`src/rtl/voq_sched_pkg.sv`:
```
// Shared types and width helpers for the per-output-port VOQ transmit scheduler.
package voq_sched_pkg;

    typedef enum logic [1:0] {
        IDLE      = 2'd0,
        ISSUE     = 2'd1,
        WAIT_BUSY = 2'd2,
        WAIT_DONE = 2'd3
    } sched_state_e;

    // Index width that stays legal for a single-port build.
    function automatic int clog2_min1(input int n);
        return (n > 1) ? $clog2(n) : 1;
    endfunction

    function automatic int ptr_width(input int depth);
        return clog2_min1(depth);
    endfunction

endpackage

```
`src/rtl/voq_tx_scheduler_rr_arbiter.sv`:
```
// Combinational masked round-robin pick: first requester strictly after rr_last,
// wrapping to the lowest requester when nothing above rr_last is asking.
module rr_arbiter
    import voq_sched_pkg::*;
#(
    parameter  int NUM_PORTS = 4,
    localparam int IDX_W     = clog2_min1(NUM_PORTS)
) (
    input  logic [NUM_PORTS-1:0] req_i,
    input  logic [IDX_W-1:0]     rr_last_i,
    output logic [NUM_PORTS-1:0] grant_o,
    output logic [IDX_W-1:0]     idx_o,
    output logic                 any_o
);

    logic [NUM_PORTS-1:0] above_last;
    logic [NUM_PORTS-1:0] masked_req;
    logic [NUM_PORTS-1:0] pick_vec;

    generate
        for (genvar gi = 0; gi < NUM_PORTS; gi++) begin : g_mask
            localparam logic [IDX_W-1:0] GI_IDX = IDX_W'(gi);
            assign above_last[gi] = (GI_IDX > rr_last_i);
        end
    endgenerate

    assign masked_req = req_i & above_last;
    assign pick_vec   = (|masked_req) ? masked_req : req_i;
    assign any_o      = |req_i;

    // Descending scan so the lowest set bit of pick_vec is the final assignment.
    always_comb begin
        grant_o = '0;
        idx_o   = '0;
        for (int i = NUM_PORTS - 1; i >= 0; i--) begin
            if (pick_vec[i]) begin
                grant_o    = '0;
                grant_o[i] = 1'b1;
                idx_o      = IDX_W'(i);
            end
        end
    end

endmodule

```
`src/rtl/voq_tx_scheduler.sv`:
```
// Per-output-port scheduler: round-robin among eligible VOQs, hands one frame
// pointer at a time to tx_mac_control and waits for the MAC to finish it.
module voq_tx_scheduler
    import voq_sched_pkg::*;
#(
    parameter  int NUM_PORTS    = 4,
    parameter  int VOQ_DEPTH    = 256,
    parameter  int BUSY_TIMEOUT = 64,
    localparam int PTR_W        = ptr_width(VOQ_DEPTH)
) (
    input  logic                       switch_clk,
    input  logic                       switch_rst,
    input  logic [NUM_PORTS-1:0]       req_valid_i,
    input  logic [NUM_PORTS*PTR_W-1:0] req_ptr_i,
    output logic [NUM_PORTS-1:0]       req_pop_o,
    input  logic [NUM_PORTS-1:0]       port_en_i,
    output logic                       tx_valid_o,
    output logic [PTR_W-1:0]           tx_ptr_o,
    input  logic                       tx_ready_i,
    output logic [NUM_PORTS-1:0]       grant_o,
    output logic [31:0]                frame_cnt_o,
    output logic                       err_timeout_o
);

    localparam int IDX_W = clog2_min1(NUM_PORTS);
    localparam int CNT_W = clog2_min1(BUSY_TIMEOUT + 1);
    localparam logic [CNT_W-1:0] CNT_LAST = CNT_W'(BUSY_TIMEOUT - 1);
    localparam logic [IDX_W-1:0] RR_INIT  = IDX_W'(NUM_PORTS - 1);

    sched_state_e         state_q,     state_d;
    logic [PTR_W-1:0]     ptr_q,       ptr_d;
    logic [NUM_PORTS-1:0] grant_q,     grant_d;
    logic [IDX_W-1:0]     rr_last_q,   rr_last_d;
    logic [CNT_W-1:0]     busy_cnt_q,  busy_cnt_d;
    logic [31:0]          frame_cnt_q, frame_cnt_d;
    logic                 err_q,       err_d;

    logic [NUM_PORTS-1:0] eligible;
    logic [NUM_PORTS-1:0] arb_grant;
    logic [IDX_W-1:0]     arb_idx;
    logic                 arb_any;
    logic [PTR_W-1:0]     ptr_arr [NUM_PORTS];

    assign eligible = req_valid_i & port_en_i;

    generate
        for (genvar gi = 0; gi < NUM_PORTS; gi++) begin : g_ptr
            assign ptr_arr[gi] = req_ptr_i[gi*PTR_W +: PTR_W];
        end
    endgenerate

    rr_arbiter #(
        .NUM_PORTS (NUM_PORTS)
    ) u_arb (
        .req_i     (eligible),
        .rr_last_i (rr_last_q),
        .grant_o   (arb_grant),
        .idx_o     (arb_idx),
        .any_o     (arb_any)
    );

    always_ff @(posedge switch_clk) begin
        if (switch_rst) begin
            state_q     <= IDLE;
            ptr_q       <= '0;
            grant_q     <= '0;
            rr_last_q   <= RR_INIT;
            busy_cnt_q  <= '0;
            frame_cnt_q <= '0;
            err_q       <= 1'b0;
        end else begin
            state_q     <= state_d;
            ptr_q       <= ptr_d;
            grant_q     <= grant_d;
            rr_last_q   <= rr_last_d;
            busy_cnt_q  <= busy_cnt_d;
            frame_cnt_q <= frame_cnt_d;
            err_q       <= err_d;
        end
    end

    // Everything about the frame is captured in the decision cycle, so later
    // request/pointer/enable changes cannot disturb the in-flight frame.
    always_comb begin
        state_d     = state_q;
        ptr_d       = ptr_q;
        grant_d     = grant_q;
        rr_last_d   = rr_last_q;
        busy_cnt_d  = busy_cnt_q;
        frame_cnt_d = frame_cnt_q;
        err_d       = err_q;
        case (state_q)
            IDLE: begin
                if (tx_ready_i && arb_any) begin
                    ptr_d     = ptr_arr[arb_idx];
                    grant_d   = arb_grant;
                    rr_last_d = arb_idx;
                    state_d   = ISSUE;
                end
            end
            ISSUE: begin
                busy_cnt_d = '0;
                state_d    = WAIT_BUSY;
            end
            WAIT_BUSY: begin
                if (!tx_ready_i) begin
                    busy_cnt_d = '0;
                    state_d    = WAIT_DONE;
                end else if (busy_cnt_q == CNT_LAST) begin
                    // MAC never acknowledged the frame: give up without counting it.
                    busy_cnt_d = '0;
                    err_d      = 1'b1;
                    grant_d    = '0;
                    state_d    = IDLE;
                end else begin
                    busy_cnt_d = busy_cnt_q + CNT_W'(1);
                end
            end
            WAIT_DONE: begin
                if (tx_ready_i) begin
                    frame_cnt_d = frame_cnt_q + 32'd1;
                    grant_d     = '0;
                    state_d     = IDLE;
                end
            end
            default: begin
                state_d = IDLE;
            end
        endcase
    end

    assign tx_valid_o    = (state_q == ISSUE) && tx_ready_i;
    assign req_pop_o     = (state_q == ISSUE) ? grant_q : '0;
    assign tx_ptr_o      = ptr_q;
    assign grant_o       = grant_q;
    assign frame_cnt_o   = frame_cnt_q;
    assign err_timeout_o = err_q;

endmodule

```
`config.mk`:
```
export PLATFORM = sky130hd
export DESIGN_NAME = voq_tx_scheduler
export DESIGN_NICKNAME = d
export VERILOG_FILES = /design/src/rtl/voq_sched_pkg.sv /design/src/rtl/voq_tx_scheduler_rr_arbiter.sv /design/src/rtl/voq_tx_scheduler.sv
export SDC_FILE = /design/constraint.sdc
export NUM_CORES = 1
export LEC_CHECK = 0
export ABC_CLOCK_PERIOD_IN_PS = 2200
export CORE_MARGIN = 2
export CORE_UTILIZATION = 45
export DETAILED_ROUTE_END_ITERATION = 10
export PLACE_DENSITY_LB_ADDON = 0.25
export SLEW_MARGIN = 30
export SYNTH_ARGS = -nofsm -noshare
export SYNTH_HDL_FRONTEND = slang
export SYNTH_SLANG_ARGS = --single-unit
```
`constraint.sdc`:
```
create_clock -name switch_clk -period 2.2 [get_ports switch_clk]
set_input_delay 0.44 -clock switch_clk [delete_from_list [all_inputs] [get_ports switch_clk]]
set_output_delay 0.44 -clock switch_clk [all_outputs]
set_load 0.005 [all_outputs]
```
# ---- After elaboration in Yosys (flattened, before gate mapping)
# Index checks and enable logic that the tools add are counted.
dict set report totals {
  ff_bits 56
  in_bits 43
  output_inout_bits 50
  wordCells 64
}
dict set report op_classes {
  n_addsub 2
  n_lt_le_gt_ge 5
  n_eq_ne 9
  mux 26
  bitwise_logic 3
  reduce_logical 12
}
# op n
set ops {}
lappend ops {{4-bit two-way mux} 10}
lappend ops {{32-bit by 1-bit adder with 32-bit output (second input constant)} 1}
lappend ops {{8-bit binary-select mux with 2-bit select} 1}
lappend ops {{2-bit two-way mux} 8}
lappend ops {{8-bit two-way mux} 2}
lappend ops {{7-bit two-way mux} 2}
lappend ops {{7-bit case mux with 2 select lines} 1}
lappend ops {{4-bit case mux with 3 select lines} 1}
lappend ops {{4-bit bitwise AND} 2}
lappend ops {{2-bit != test (second input constant)} 4}
lappend ops {{2-bit case mux with 4 select lines} 1}
lappend ops {{4-bit OR reduction} 2}
lappend ops {{7-bit by 1-bit adder with 7-bit output (second input constant)} 1}
lappend ops {{7-bit by 6-bit equality test with 1-bit output (second input constant)} 1}
lappend ops {{3-bit AND reduction} 2}
lappend ops {{5-bit AND reduction} 1}
lappend ops {{2-bit equality test (second input constant)} 2}
lappend ops {{1-bit by 2-bit greater-than comparator with 1-bit output (first input constant)} 2}
lappend ops {{2-bit greater-than comparator (first input constant)} 2}
lappend ops {{2-bit AND reduction} 2}
lappend ops {{3-bit >= comparator (second input constant)} 1}
lappend ops {{3-bit != test (second input constant)} 1}
lappend ops {{2-bit inverter with 3-bit output} 1}
lappend ops {{3-bit nonzero test} 1}
lappend ops {{4 further kinds} 5}

# ---- Logic depth before layout (Yosys ltp)
dict set report depth {
  word_depth 12
  depth_mapped 8
  mapped_depth_nobuf 7
}

# ---- Hierarchy
# From an unflattened synthesis, not the netlist that was laid out.
dict set report unflattened {
  hier_cells 347
  hier_area_um2 3017.9
}
# module instances cells_each area_per_inst_um2 seq_area_each_um2
set modules_own_cells {}
lappend modules_own_cells {voq_tx_scheduler 1 323 2866.5 1121.1}
lappend modules_own_cells {rr_arbiter 1 24 151.4 0.0}

# ---- Worst setup path before layout
# No wires, ideal clock.
dict set report synth_timing {
  path_type {register to register}
  from {register state_q[0]}
  to {register grant_q[2], in the netlist grant_o[2]}
  setup_ns 0.101
  arrival_time_ns 1.869
  required_ns 2.099
  path_slack_ns 0.230
  path_stages_with_launch 9
  n_path_buf 1
  synth_period_minus_slack_ns 1.970
  cell_sequence {dfxtp_1 -> inv_1 -> ha_1 -> clkbuf_1 -> nor2_1 -> a41o_1 -> o211a_1 -> or3b_2 -> o41ai_1}
}
dict set report synth_via {
  elab_chain_cells 3
  elab_cells_between_ends 10
  cone_classes {eq/ne (6); mux (1); reduce/logical (3)}
}
# element line
set synth_lines {}
lappend synth_lines {{from (decl)} voq_tx_scheduler.sv:30} ;# sched_state_e state_q, state_d;
lappend synth_lines {{from (signal assigned)} voq_tx_scheduler.sv:72} ;# state_q <= state_d;
lappend synth_lines {{2-bit equality test / 2-bit logical NOT (equally long branches)} voq_tx_scheduler.sv:92} ;# case (state_q)
lappend synth_lines {{2-bit != test (no source line) / 3-bit nonzero test (equally long branches)} --}
lappend synth_lines {{5-bit AND reduction (no source line)} --}
lappend synth_lines {{to (signal assigned)} voq_tx_scheduler.sv:74} ;# grant_q <= grant_d;
lappend synth_lines {{to (decl)} voq_tx_scheduler.sv:32} ;# logic [NUM_PORTS-1:0] grant_q, grant_d;
# Several ways; a longest one is shown, not always the timed one.
# A chain may end at the register's enable or synchronous reset.

# ---- Worst setup path in the final report
dict set report layout_timing {
  from {register state_q[1]}
  to {output req_pop_o[0]}
}
dict set report layout_via {
  elab_chain_cells 2
}
# element line
set layout_lines {}
lappend layout_lines {{2-bit by 1-bit equality test with 1-bit output} voq_tx_scheduler.sv:133} ;# assign req_pop_o = (state_q == ISSUE) ? grant_q : '0;
lappend layout_lines {{4-bit two-way mux} voq_tx_scheduler.sv:133}
lappend layout_lines {{to (decl)} voq_tx_scheduler.sv:15} ;# output logic [NUM_PORTS-1:0] req_pop_o,
# No other way between the ends.

==> results.md <==
* Largest net degree at the start of global routing at 27
* Filler Cell Count at 557
* Die area at 0.007404 mm²
* Critical path endpoint category: output port
* Max_slew headroom at 70.39%
* Crit share post-route at 95.14%
* Fin Hold WS at 0.4682 ns
* Final instance area at 0.004243 mm²
* Post-Place Cell Area at 0.004125 mm²
* WP data required at 1.76 ns
* Worst min path class: reg2reg
* Vias in the first global route at 2704
* Final WS setup at 0.1070 ns
* R2R Setup Slk at 0.24 ns
* Detailed placement HPWL at 5522 µm
* Synth top area cells: dfxtp_1, xnor2_1, nor2_1
* Post-synth top flop: dfxtp_1
* Hold_buf cts at 0
* Yosys top cell area share at 37.01%
* Yosys top cell by area: dfxtp_1
* Syn avg cell area at 8.936 µm²
* DIE HEIGHT at 86.05 µm
* Root Driver: clkbuf_8
* VDD IR-drop max at 0.3278 mV
* Final Hold Viols at 0
* Total grt overflow at 0
* YS warnings at 0
* Max-Cap Viols at 0
* Die Wd at 86.05 µm
* Worst-case clock buffer depth at 2
* Starting density of the core at 47.17%
* Crit Path Max Fanout at 5
* Fin cells at 526
* Area growth syn-to-layout at 40.07%
* Period minus WS final at 2.093 ns
* Clock transition at path regs at 0.09 ns
* Core Rows at 29
* Final setup viols at 0
* I/O pins at 93
* Fin util at 66.06%
* First-pass GRT wire length at 11980 µm
* Pre-CTS setup slack at -0.2138 ns
* Worst Clk Skew at 0.004736 ns
* Layout cells sized above 1 at 11.80%
* Initial DRC count at 83
* Synth Register Bits at 56
* Final wirelength at 7105 µm
* DR pass1 iterations at 4
* Area used by multi-input combinational logic at 0.001732 mm²
* Clk_lat worst skew at 0.30 ns
* WP data arrival at 1.65 ns
* Number of CTS-inserted buffers at 5
* Status: finished clean
* Synth unique cells at 50
* Core area at 0.006422 mm²
* # nets final at 499
* Synthesized area at 0.003029 mm²
* Diode count at 0
* GP Congestion at 0.7901
* Worst reg2reg path depth at 7
* Routed WL per cell at 13.51 µm
* Via Count at 2766
* IO Port Bufs at 92
* Fmax at 477.8 MHz
* Pins Over Slew Limit at 0
* Final antenna-violating net count at 0
* Hold path depth at 2
* Initial antenna violation count at 0
* P_leak at 1.562 nW
* Syn_nets at 389
* DP Cell Count at 517
* TritonCTS clock tree: built
* PD cells at 556.1 mW/mm²
* CP Class: reg2out
* H-Tree Depth at 2
* Least-Margin Pin Slew at 0.4442 ns
* Post-synthesis sequential area ratio at 37.01%
* Async SR Flop Fraction at 0%
* Vias per inst at 5.259
* GRT Total Usage at 19.25%
* Kind of start point of the critical path: flip-flop
* Gate Count Post-Synth at 339
* Clock sink count at 56
* EDFF count, synth at 0
* Remaining DRCs at 0
* Sequential cell area at 0.001121 mm²
through the flow:
step                setup TNS, ns  total power [W]
floorplan                       0         0.001517
global placement           -1.146         0.001768
detailed placement         -1.810         0.001785
CTS                             0         0.002373
global route             -0.04146         0.002484
finish                          0         0.002359
kinds of logic (layout without fill, tap and decap cells):
logic type                 count (synthesis)  after routing  synth area share [%]
adders and majority gates                  7              7                 2.891
and+or+nand+nor                          155            155                 26.81
xor gates and xnor gates                  32             32                 9.252
DFF                                       56             56                 37.01
AOI/OAI and AO/OA                         42             42                 12.23
muxes                                     18             18                 5.989
buffers and inverters                     29            139                 5.824
repair_timing:
item,CTS,global route
setup endpoints to repair,0,9
gates resized for setup,0,2
buffers inserted,0,2
report_power, final:
part / switching (W) / internal [W] / total (W)
logic: 0.000287 / 0.000367 / 0.000654
clock network: 0.000311 / 0.000281 / 0.000592
registers: 0.0000500 / 0.00106 / 0.00111
layer usage:
layer  track usage, %  vias to the layer above  share of wire (%)
met2            33.40                       81                 46
met5                0                        -                  0
li1                 -                     1420                  -
met1            24.16                     1261                 45
met3            4.620                        4                7.6
met4            4.185                        0               0.72
placed cells by master, fill, tap and decap left out, types with 6 or more instances in the layout:
cell type / instances
o221ai_2: 8
xnor2_1: 23
inv_1: 10
mux2i_1: 17
nand2_1: 20
and4_1: 6
xor2_1: 9
ha_1: 7
nand4_1: 10
clkdlybuf4s50_1: 90
dfxtp_1: 56
and3_1: 7
a21oi_1: 8
nor2_1: 48
nand3_1: 12
clkbuf_8: 7
buf_4: 28
nand3b_1: 8
nor3_1: 16
and2_1: 9
cell usage after synthesis (9+ instances only):
cell type / n
nand3_1: 12
nor3_1: 16
inv_1: 10
xor2_1: 9
dfxtp_1: 56
nand2_1: 20
nor2_1: 48
nand4_1: 10
xnor2_1: 23
and2_1: 9
mux2i_1: 17
sequential cells by signal, summed over array words and instances, names as in the netlist:
| name | count |
|---|---|
| frame_cnt_o | 32 |
| tx_ptr_o | 8 |
| busy_cnt_q | 7 |
| grant_o | 4 |
| rr_last_q | 2 |
| state_q | 2 |
| err_timeout_o | 1 |
worst paths after layout:
check,startpoint,to
worst min-delay path,busy_cnt_q[6],busy_cnt_q[6]
worst max register to register,state_q[0],grant_o[3]
worst min register to register,busy_cnt_q[6],busy_cnt_q[6]
worst max-delay path,state_q[1],req_pop_o[0]
layout make-up:
| class | instances | share of cell area, % |
|---|---|---|
| inverter | 10 | 0.8847 |
| tap | 77 | 2.271 |
| clock buffer | 7 | 2.271 |
| multi-input combinational | 254 | 40.81 |
| sequential | 56 | 26.42 |
| timing repair buffer | 122 | 27.34 |
critical path: stages, from the launching register on:
cell             delay [ns]
dfxtp_1                0.35
inv_1                  0.12
ha_1                   0.23
and2_1                 0.14
clkdlybuf4s50_1        0.51
No activity file was read; power rests on OpenSTA's default activity.
